$ cat config.mk
export PLATFORM = sky130hd
export DESIGN_NAME = sk9822_frame_tx
export DESIGN_NICKNAME = d
export VERILOG_FILES = /design/src/rtl/sk9822_frame_tx.sv
export SDC_FILE = /design/constraint.sdc
export NUM_CORES = 1
export LEC_CHECK = 0
export BUFFER_PORTS_ARGS = -buffer_cell sky130_fd_sc_hd__buf_2
export CORE_MARGIN = 2
export CORE_UTILIZATION = 40
export CTS_CLUSTER_DIAMETER = 60
export DETAILED_ROUTE_END_ITERATION = 12
export PLACE_DENSITY_LB_ADDON = 0.2
export RECOVER_POWER = 50
export REMOVE_ABC_BUFFERS = 1
export SYNTH_ARGS = -nofsm -noshare
export SYNTH_HDL_FRONTEND = slang
export SYNTH_SLANG_ARGS = --single-unit
export TNS_END_PERCENT = 1
$ cat constraint.sdc
create_clock -name clk -period 4.7 [get_ports clk]
set_clock_uncertainty 0.15 [all_clocks]
set_input_delay 0.235 -clock clk [delete_from_list [all_inputs] [get_ports clk]]
set_output_delay 0.235 -clock clk [all_outputs]
set_load 0.005 [all_outputs]
$ cat src/rtl/sk9822_frame_tx.sv
// SK9822 frame transmitter: reads N_LEDS words from the LED dpram and shifts out start, LED and end frames.
// Optional macro SK9822_PER_LED_BRIGHTNESS_EN takes the 5-bit brightness from rdata[28:24] instead of BRIGHT.
module sk9822_frame_tx #(
  parameter int unsigned N_LEDS   = 16,
  parameter int unsigned ADDR_W   = 4,
  parameter int unsigned CLK_DIV  = 4,
  parameter int unsigned END_BITS = 40,
  parameter logic [4:0]  BRIGHT   = 5'h1F
) (
  input  logic              clk,
  input  logic              resetn,
  input  logic              start,
  output logic              busy,
  output logic              done,
  output logic              re,
  output logic [ADDR_W-1:0] raddr,
  input  logic [31:0]       rdata,
  output logic              led_ck,
  output logic              led_data
);

  localparam int unsigned DIV_W = (CLK_DIV > 1) ? $clog2(CLK_DIV) : 1;

  typedef enum logic [2:0] {
    S_IDLE,
    S_START,
    S_FETCH,
    S_LED,
    S_END,
    S_DONE
  } state_t;

  state_t            r_state;
  logic [DIV_W-1:0]  r_div;
  logic [5:0]        r_bit;
  logic [ADDR_W-1:0] r_idx;
  logic              r_fcyc;
  logic [31:0]       r_sh;

  logic [4:0]  w_bright;
  logic [31:0] w_word;
  logic        w_div_last;
  logic        w_bit_last;
  logic        w_idx_last;

`ifdef SK9822_PER_LED_BRIGHTNESS_EN
  logic w_unused_rdata;
  assign w_bright       = rdata[28:24];
  assign w_unused_rdata = ^rdata[31:29];
`else
  logic w_unused_rdata;
  assign w_bright       = BRIGHT;
  assign w_unused_rdata = ^rdata[31:24];
`endif

  assign w_word     = {3'b111, w_bright, rdata[23:0]};
  assign w_div_last = (r_div == DIV_W'(CLK_DIV - 1));
  assign w_bit_last = (r_bit == ((r_state == S_END) ? 6'(END_BITS - 1) : 6'd31));
  assign w_idx_last = (r_idx == ADDR_W'(N_LEDS - 1));

  // Frame sequencer; led_ck always returns low before any state change
  always_ff @(posedge clk or negedge resetn) begin
    if (!resetn) begin
      r_state  <= S_IDLE;
      r_div    <= '0;
      r_bit    <= '0;
      r_idx    <= '0;
      r_fcyc   <= 1'b0;
      r_sh     <= '0;
      busy     <= 1'b0;
      done     <= 1'b0;
      re       <= 1'b0;
      raddr    <= '0;
      led_ck   <= 1'b0;
      led_data <= 1'b0;
    end else begin
      done <= 1'b0;
      case (r_state)
        S_IDLE: begin
          if (start) begin
            r_state  <= S_START;
            busy     <= 1'b1;
            r_bit    <= '0;
            r_div    <= '0;
            led_ck   <= 1'b0;
            led_data <= 1'b0;
          end
        end
        S_START, S_LED, S_END: begin
          if (!w_div_last) begin
            r_div <= r_div + DIV_W'(1);
          end else begin
            r_div <= '0;
            if (!led_ck) begin
              led_ck <= 1'b1;
            end else begin
              led_ck <= 1'b0;
              if (!w_bit_last) begin
                r_bit    <= r_bit + 6'd1;
                r_sh     <= {r_sh[30:0], 1'b0};
                led_data <= (r_state == S_LED) ? r_sh[30] : 1'b0;
              end else begin
                r_bit    <= '0;
                led_data <= 1'b0;
                case (r_state)
                  S_START: begin
                    r_state <= S_FETCH;
                    r_idx   <= '0;
                    raddr   <= '0;
                    re      <= 1'b1;
                    r_fcyc  <= 1'b0;
                  end
                  S_LED: begin
                    if (w_idx_last) begin
                      r_state <= S_END;
                    end else begin
                      r_state <= S_FETCH;
                      r_idx   <= r_idx + ADDR_W'(1);
                      raddr   <= r_idx + ADDR_W'(1);
                      re      <= 1'b1;
                      r_fcyc  <= 1'b0;
                    end
                  end
                  default: begin
                    r_state <= S_DONE;
                    done    <= 1'b1;
                  end
                endcase
              end
            end
          end
        end
        // Cycle 0 holds re; cycle 1 sees rdata and loads the shifter
        S_FETCH: begin
          if (!r_fcyc) begin
            re     <= 1'b0;
            r_fcyc <= 1'b1;
          end else begin
            r_sh     <= w_word;
            led_data <= w_word[31];
            r_div    <= '0;
            r_bit    <= '0;
            r_state  <= S_LED;
          end
        end
        S_DONE: begin
          busy    <= 1'b0;
          r_state <= S_IDLE;
        end
        default: r_state <= S_IDLE;
      endcase
    end
  end

endmodule

# Yosys cells after proc, flatten, opt, wreduce, memory -nomap -nowiden
# Cells that the tools add are included.
[word_totals]
ram_bits = 0
mem_bits_ro = 0
latchBits = 0
memories = 0
reg_bits = 52
inputBits = 35
[classes]
n_addsub = 3
n_reduce_logical = 17
magnitude_cmp = 0
n_eq_ne = 18
div = 0
mul = 0
mux = 56
bitwise = 0
shift = 0
[op_table]
columns = ["op", "count"]
rows = [
  ["two-way mux 31 bit", 4],
  ["case mux 31 bit (2 select lines)", 1],
  ["two-way mux 6 bit", 6],
  ["two-way mux 1 bit", 23],
  ["two-way mux 3 bit", 6],
  ["case mux 6 bit (3 select lines)", 1],
  ["!= test 2 bit, second input constant", 8],
  ["AND reduction 5 bit", 3],
  ["case mux 1 bit (2 select lines)", 6],
  ["AND reduction 6 bit", 2],
  ["case mux 3 bit (3 select lines)", 1],
  ["case mux 4 bit (2 select lines)", 1],
  ["nonzero test 2 bit", 4],
  ["AND reduction 7 bit", 1],
  ["adder 6 x 1 -> 6 bit, second input constant", 1],
  ["== test 3 x 2 -> 1 bit, second input constant", 2],
  ["== test 3 bit, second input constant", 2],
  ["== test 6 bit", 1],
  ["two-way mux 2 bit", 3],
  ["!= test 3 bit, second input constant", 2],
  ["case mux 2 bit (3 select lines)", 1],
  ["case mux 3 bit (2 select lines)", 1],
  ["AND reduction 3 bit", 2],
  ["adder 4 x 1 -> 4 bit, second input constant", 1],
  ["other kinds (11)", 11],
]

# Logic depth before layout (Yosys ltp)
# Gate-level depths: netlist of the first run.
[logic_depth]
depth_word = 7
mapped_depth = 9
depth_no_buf = 6

# Least setup slack after synthesis of the first run
# Ideal clock, no wire load.
[synth_path]
kind = "reg2reg"
start = "register r_state[1]"
end = "register r_idx[3]"
arrival_time_ns = 2.126
synth_period_minus_slack_ns = 2.372
required_time_ns = 4.455
path_buffers = 2
path_slack_ns = 2.328
stages_incl_launch_ff = 8
path_cell_list = "dfrtp_1 -> buf_6 -> or3b_1 -> buf_2 -> mux2_4 -> or3_4 -> or2_1 -> o31ai_1"
[synth_between]
elab_chain_cells = 4
[synth_lines]
columns = ["item", "line_no", "rtl"]
rows = [
  ["start, declared", "33", "state_t r_state;"],
  ["start signal, assigned", "64", "r_state <= S_IDLE;"],
  ["start signal, assigned", "81", "r_state <= S_START;"],
  ["start signal, assigned", "107", "r_state <= S_FETCH;"],
  ["== test 3 bit", "58, 78", ""],
  ["two-way mux 6 bit", "58", "assign w_bit_last = (r_bit == ((r_state == S_END) ? 6'(END_BITS - 1) : 6'd31));"],
  ["== test 6 bit", "58", ""],
  ["AND reduction 6 bit (no line)", "--", ""],
  ["end signal, assigned", "118", "r_idx <= r_idx + ADDR_W'(1);"],
  ["end, declared", "36", "logic [ADDR_W-1:0] r_idx;"],
]
# Several ways; a longest one is shown, not always the timed one.
# A chain may end at the register's enable or synchronous reset.

==> key figures, run 1 <==
Routing
  • Drt drc: 0
  • DR WL/cell: 13.3 um
  • Met3 routed WL: roughly 230 um
  • Initial DRC Count: 83
  • Max layer used: met4
  • Via density: 5.20
  • Met2 WL: 2220 um
  • DR vias: 1902
  • ANT nets after route: 0
  • DRT met1 WL: 2370 um
  • Total Wirelength: 4880 um
  • Drt pass-1 iters: 4

Critical path
  • CP peak stage delay: 1930 ps
  • Crit path DAT: 2800 ps
  • Required @ worst endpoint: 4380 ps
  • Critical path depth in cells: 3
  • Crit path kind: primary input to async pin
  • Critical path's slowest cell: clkbuf_1
  • Worst setup SP type: primary input
  • Critical path cell sequence: dlygate4sd3_1 > buf_2 > clkbuf_1
  • Worst-path fanout max: 52
  • Bufs and invs on worst path: 3
  • R2R cell count: 5
  • CP top delay family: buffers and inverters
  • Element type at the critical path end: async pin

Global routing
  • Initial antenna violation count: 0
  • Vias in the first global route: ~1900
  • Largest net degree at the start of global routing: 53
  • Total congestion overflow: 0
  • Global-route wire length before repair: 8870 um
  • Gr usage total: 15.3%

Timing
  • Min Hold Slack: about 45 ps
  • Setup ws final: 1580 ps
  • Minimum clock period: 3120 ps
  • RSZ-0062 raised after global routing: false
  • Fin. max-slew vios: 53
  • # setup viols final: 0
  • Setup TNS: 0 ps
  • Max Fclk: 0.321 GHz
  • Worst slew pin tran: 2730 ps
  • Endpoints failing hold: 0
  • Fin crit share: 66.3%
  • Worst slew margin: -82.3%

Clocking
  • Hold_buf cts: 2
  • TritonCTS clock tree: built
  • Root Buffer: clkbuf_8
  • Total number of H-tree levels: 2
  • Setup Buffers After CTS: 0
  • Post-CTS resize count: 0
  • Clock latency on the worst-skew pair: 310 ps
  • Clk slew on worst S/H paths: 100 ps
  • CTS sink cnt: 52
  • Num CTS Buffers: 5
  • Longest Clk Path Bufs: 2

Floorplan
  • Initial core utilization: 40.8%
  • Die W: 83.8 um
  • FP Rows: 29
  • Die Y: 83.8 um
  • Die area: 7020 um2
  • Core area: 6240 um2
  • IO Pins: 44

Layout
  • Fraction of layout cells with a size suffix above 1: about 16%
  • Register Area: ~1300 um2
  • Fin cells: 366
  • Fin util: 46.6%
  • P&R area growth vs syn: 14.3%
  • Ant diodes: 0
  • Fillers: 598
  • Final Net Count: 326
  • Multi-input gate area: 1180 um2
  • Cell area after layout: 2910 um2

Logic synthesis
  • Cell Area, Synth: 2550 um2
  • Avg Cell Area, Syn: between 9 and 10 um2
  • Post-synth top flop: dfrtp_1
  • Cells after Synth: about 260
  • Seq/Total Area, Yosys: 51.1%
  • Yosys synthesis warning count: 0
  • Synth unique cells: 41
  • Yosys reg bits: 52
  • Post-synth EDFFs: 0
  • Asr flop ratio synth: 100%

Power
  • Lkg Pwr: around 1.2 nW
  • Pwr Total: ~1.3 mW
  • Max VDD drop: 0.192 mV
  • Power density of the placed cells: 463 nW/um2

Place
  • Final HPWL DP: 3260 um
  • Dpl cells: between 300 and 400
  • DP Area: 2780 um2
  • # port buffers: 35
  • Worst slack, placed: 1920 ps
  • Final Wtd Congestion: 0.808

Min path
  • Type of the most critical hold path: primary input to flop
  • Worst hold stages: 3

Outcome
  • Failing checks: capacitance limit, slew limit
  • Status: finished with violations

Job
  • Max cap viols: 1
[power breakdown]
part	internal [mW]	switching (mW)	total (mW)
registers	0.597	0.0932	0.690
clock network	0.174	0.151	0.325
logic	0.156	0.176	0.332
[logic make-up after synthesis]
kind of cell / after synthesis / share of synthesized area (%)
xor+xnor: 1 / 0.344
fa+ha+maj: 3 / 1.47
buf+inv: 18 / 3.44
flops: 52 / 51.1
mux: 27 / 10.8
simple gates: 87 / 16.6
compound gates: 69 / 16.3
[final cells by class]
class / instances / area share, %
Tap cell: 77 / 3.31
Sequential cell: 52 / 44.7
Clock inverter: 2 / 1.33
Multi-Input combinational cell: 187 / 40.4
Timing Repair Buffer: 40 / 7.14
Inverter: 2 / 0.258
Clock buffer: 6 / 2.84
[synthesized netlist by cell type (3+ instances only)]
master    number  area share [%]
buf_2          4            0.79
nor3_1         3            0.59
o22a_1         7             2.4
nand3_1        6             1.2
o31ai_1        4             1.2
o21ai_0       41             8.1
a21oi_1        7             1.4
nand2_1       40             5.9
mux2i_1       26              10
dfrtp_1       52              51
ha_1           3             1.5
nand2b_1       4            0.98
nor2_1        15             2.2
clkbuf_1       9             1.3
[worst min-delay path: cells and delay by family]
kind / cells / cell delay [ps]
buffers and inverters: 1 / 70
AO/OA/AOI/OAI: 1 / 100
multiplexers: 1 / 50
[final timing paths]
kind                                          end                    from  slack [ps]
min reg2reg                   r_sh[0]$_DFFE_PN0P_     r_sh[0]$_DFFE_PN0P_         330
max                        r_state[2]$_DFFE_PN0P_                  resetn        1580
min in group asynchronous    r_idx[0]$_DFFE_PN0P_                  resetn        1270
max in group clk              r_sh[3]$_DFFE_PN0P_  r_state[0]$_DFFE_PN0P_        1920
min                           r_sh[8]$_DFFE_PN0P_                rdata[8]          40
max reg2reg                   r_sh[3]$_DFFE_PN0P_  r_state[0]$_DFFE_PN0P_        1920
[flip-flops by register name (all words and copies together), names as in the netlist]
signal    flops
busy          1
done          1
led_ck        1
led_data      1
r_bit         6
r_div         2
r_fcyc        1
r_idx         4
r_sh         31
r_state       3
re            1
[cell usage in the layout (no fill, tap or decap), types with 3 or more instances in the layout]
cell type	n
nand2_1	40
nor2_1	15
o22a_1	7
clkbuf_1	6
ha_1	3
o21ai_0	41
o31ai_1	4
a21oi_1	7
dfrtp_1	52
mux2i_1	26
buf_2	30
nor3_1	3
nand2b_1	4
nand3_1	6
clkbuf_8	6
[per-layer routing]
layer | global-route usage, % | vias to the layer above
met1 | 20.3 | 885
met4 | 3.96 | 0
met5 | 0 | -
li1 | - | 979
met3 | 4.55 | 5
met2 | 24.7 | 33
No activity file was read; power rests on OpenSTA's default activity.
==> run 2: changes to the inputs <==
==> constraint.sdc (replaced) <==
create_clock -name clk -period 3 [get_ports clk]
set_clock_uncertainty 0.15 [all_clocks]
set_input_delay 0.15 -clock clk [delete_from_list [all_inputs] [get_ports clk]]
set_output_delay 0.15 -clock clk [all_outputs]
set_load 0.005 [all_outputs]
==> key figures, run 2 (synthesis gave the netlist of run 1 again) <==
Timing
  • # setup viols final: 0 (unchanged)
  • Endpoints failing hold: 0 (unchanged)
  • Worst slew margin: 39.4% (+120 points)
  • Minimum clock period: between 2000 and 3000 ps
  • Setup ws final: 452 ps (-1130 ps)
  • Max Fclk: 0.392 GHz
  • Worst slew pin tran: 910 ps (-1820 ps)
  • RSZ-0062 raised after global routing: false
  • Fin crit share: between 80% and 90%
  • Setup TNS: 0 ps (unchanged)
  • Fin. max-slew vios: 0 (-100%)

Place
  • Final HPWL DP: 3340 um (+2.7%)
  • Worst slack, placed: 617 ps (-1300 ps)
  • DP Area: 2820 um2 (+1.5%)
  • Final Wtd Congestion: 0.829 (+2.6%)
  • Dpl cells: 360 (+1.1%)
  • # port buffers: 35 (unchanged)

Layout
  • Commonest non-fill, non-tap cell in the layout: dfrtp_1
  • Cell area after layout: 3140 um2 (+7.8%)
  • Fraction of layout cells with a size suffix above 1: 14.9% (-1.3 points)
  • Most frequent cells in the layout: dfrtp_1 (52), o21ai_0 (41), nand2_1 (40), buf_2 (27), mux2i_1 (26)
  • Fin cells: 392 (+7.1%)
  • Biggest register: r_sh
  • Final Net Count: 353 (+8.3%)
  • Biggest regs: r_sh (31), r_bit (6), r_idx (4)
  • P&R area growth vs syn: 23.2%
  • Max reg flops: 31 (unchanged)
  • Ant diodes: 0 (unchanged)

Global routing
  • Total congestion overflow: 0 (unchanged)
  • Global-route wire length before repair: 9510 um (+7.2%)
  • Gr usage total: 16.5% (+1.2 points)
  • Vias in the first global route: 2066 (+8.9%)
  • Largest net degree at the start of global routing: 49 (-7.5%)
  • Initial antenna violation count: 0 (unchanged)

Critical path
  • CP peak stage delay: 660 ps (-1270 ps)
  • Bufs and invs on worst path: 1 (-2)
  • Critical path's slowest cell: or4b_2
  • Worst setup SP type: flop
  • Crit path DAT: 2650 ps (-150 ps)
  • Crit path from: r_state[1]$_DFFE_PN0P_
  • Reg2reg start: r_state[1]$_DFFE_PN0P_
  • CP top delay family: simple AND/OR/NAND/NOR gates
  • Critical path cell sequence: clkbuf_1 > or4_1 > nand3_1 > nand2b_1 > or4b_2 > nand2_1
  • Worst-path fanout max: 19 (-63%)
  • Required @ worst endpoint: 3100 ps (-1280 ps)
  • Crit path kind: flop to flop
  • Element type at the critical path end: flop

Floorplan
  • Die W: 83.8 um (unchanged)
  • Die Y: 83.8 um (unchanged)
  • FP Rows: 29 (unchanged)
  • IO Pins: 44 (unchanged)
  • Initial core utilization: 40.8% (unchanged)
  • Core area: 6240 um2 (unchanged)
  • Die area: 7020 um2 (unchanged)

Power
  • Power density of the placed cells: 648 nW/um2 (+40%)
  • Max VDD drop: 0.310 mV (+61%)
  • Lkg Pwr: 1.30 nW (+7.2%)

Clocking
  • Clock latency on the worst-skew pair: 300 ps (about the same)
  • Root Buffer: clkbuf_8
  • Post-CTS resize count: 0 (unchanged)
  • Clk slew on worst S/H paths: 90 ps (about the same)
  • TritonCTS clock tree: built
  • CTS sink cnt: 52 (unchanged)
  • Num CTS Buffers: 5 (unchanged)
  • Setup Buffers After CTS: 0 (unchanged)
  • Total number of H-tree levels: 2 (unchanged)
  • Longest Clk Path Bufs: 2 (unchanged)

Routing
  • Total Wirelength: 5170 um (+6.0%)
  • DR vias: 2059 (+8.3%)
  • Via density: 5.25 (+1.1%)
  • DR WL/cell: 13.2 um (-1.0%)
  • Drt drc: 0 (unchanged)
  • Drt pass-1 iters: 4 (unchanged)
  • Initial DRC Count: 86 (+3.6%)
  • ANT nets after route: 0 (unchanged)

Min path
  • Type of the most critical hold path: primary input to flop
  • Hold path start: start

Job
  • Max cap viols: 0 (-1)

Outcome
  • Status: finished clean
==> run 2: changes by cell type in the layout (fill, tap and decap cells not counted), sizes merged <==
cell,before,now
bufinv,1,0
clkbuf,12,15
dlygate4sd3,2,25
clkinvlp,0,1
==> run 2: area by class of cell <==
type / instances / area [um2]
fillers: 601 / 3100
flip-flops and latches: 52 / 1300
multi-input cells: 187 / 1180
repair buffers: 67 / 474
well taps: 77 / 96.3
clock buffers: 5 / 68.8
clock inverters: 2 / 12.5
inverters: 2 / 7.51
==> run 2: through the flow <==
stage / total power, mW / hold slack (ps) / util [%]
floorplan: 1.45 / -296 / -
global placement: 1.62 / -58.1 / 45.2
detailed placement: 1.64 / -59.7 / 45.2
CTS: 2.06 / 118 / 50.5
global route: 2.22 / 175 / 50.3
finish: 2.03 / 124 / 50.3
==> run 2: worst reg2reg max path, stage by stage (launching register included) <==
cell and delay, ps:
dfrtp_1 340, clkbuf_1 570, or4_1 210, nand3_1 160
nand2b_1 330, or4b_2 660, nand2_1 80
==> run 2: per-layer routing <==
layer / vias to the layer above / share of wire [%] / GRT usage, %
li1: 1031 / - / -
met1: 973 / 48 / 22.2
met2: 50 / 46 / 26.5
met3: 5 / 4.4 / 3.07
met4: 0 / 1.2 / 6.30
met5: - / 0 / 0
==> run 2: path summary, 6_finish.rpt <==
path                            cells past startpoint  slack, ps                   end
worst min-delay path                                5        120      busy$_DFFE_PN0P_
max in group asynchronous                           3       1010  r_sh[13]$_DFFE_PN0P_
worst max register to register                      6        450  r_bit[2]$_DFFE_PN0P_
min in group asynchronous                           2        310  r_idx[0]$_DFFE_PN0P_
worst min register to register                      2        340  r_sh[15]$_DFFE_PN0P_
worst max-delay path                                6        450  r_bit[2]$_DFFE_PN0P_
==> run 2: power breakdown <==
part / internal (mW) / switching (mW) / leakage [nW]
clock network: 0.158 / 0.226 / 0.0400
logic: 0.278 / 0.290 / 0.595
registers: 0.936 / 0.144 / 0.661
==> run 2: what timing repair did <==
action	in CTS	in global routing
hold endpoints to repair	39	0
hold buffers	25	0
endpoints found under the setup margin	0	0
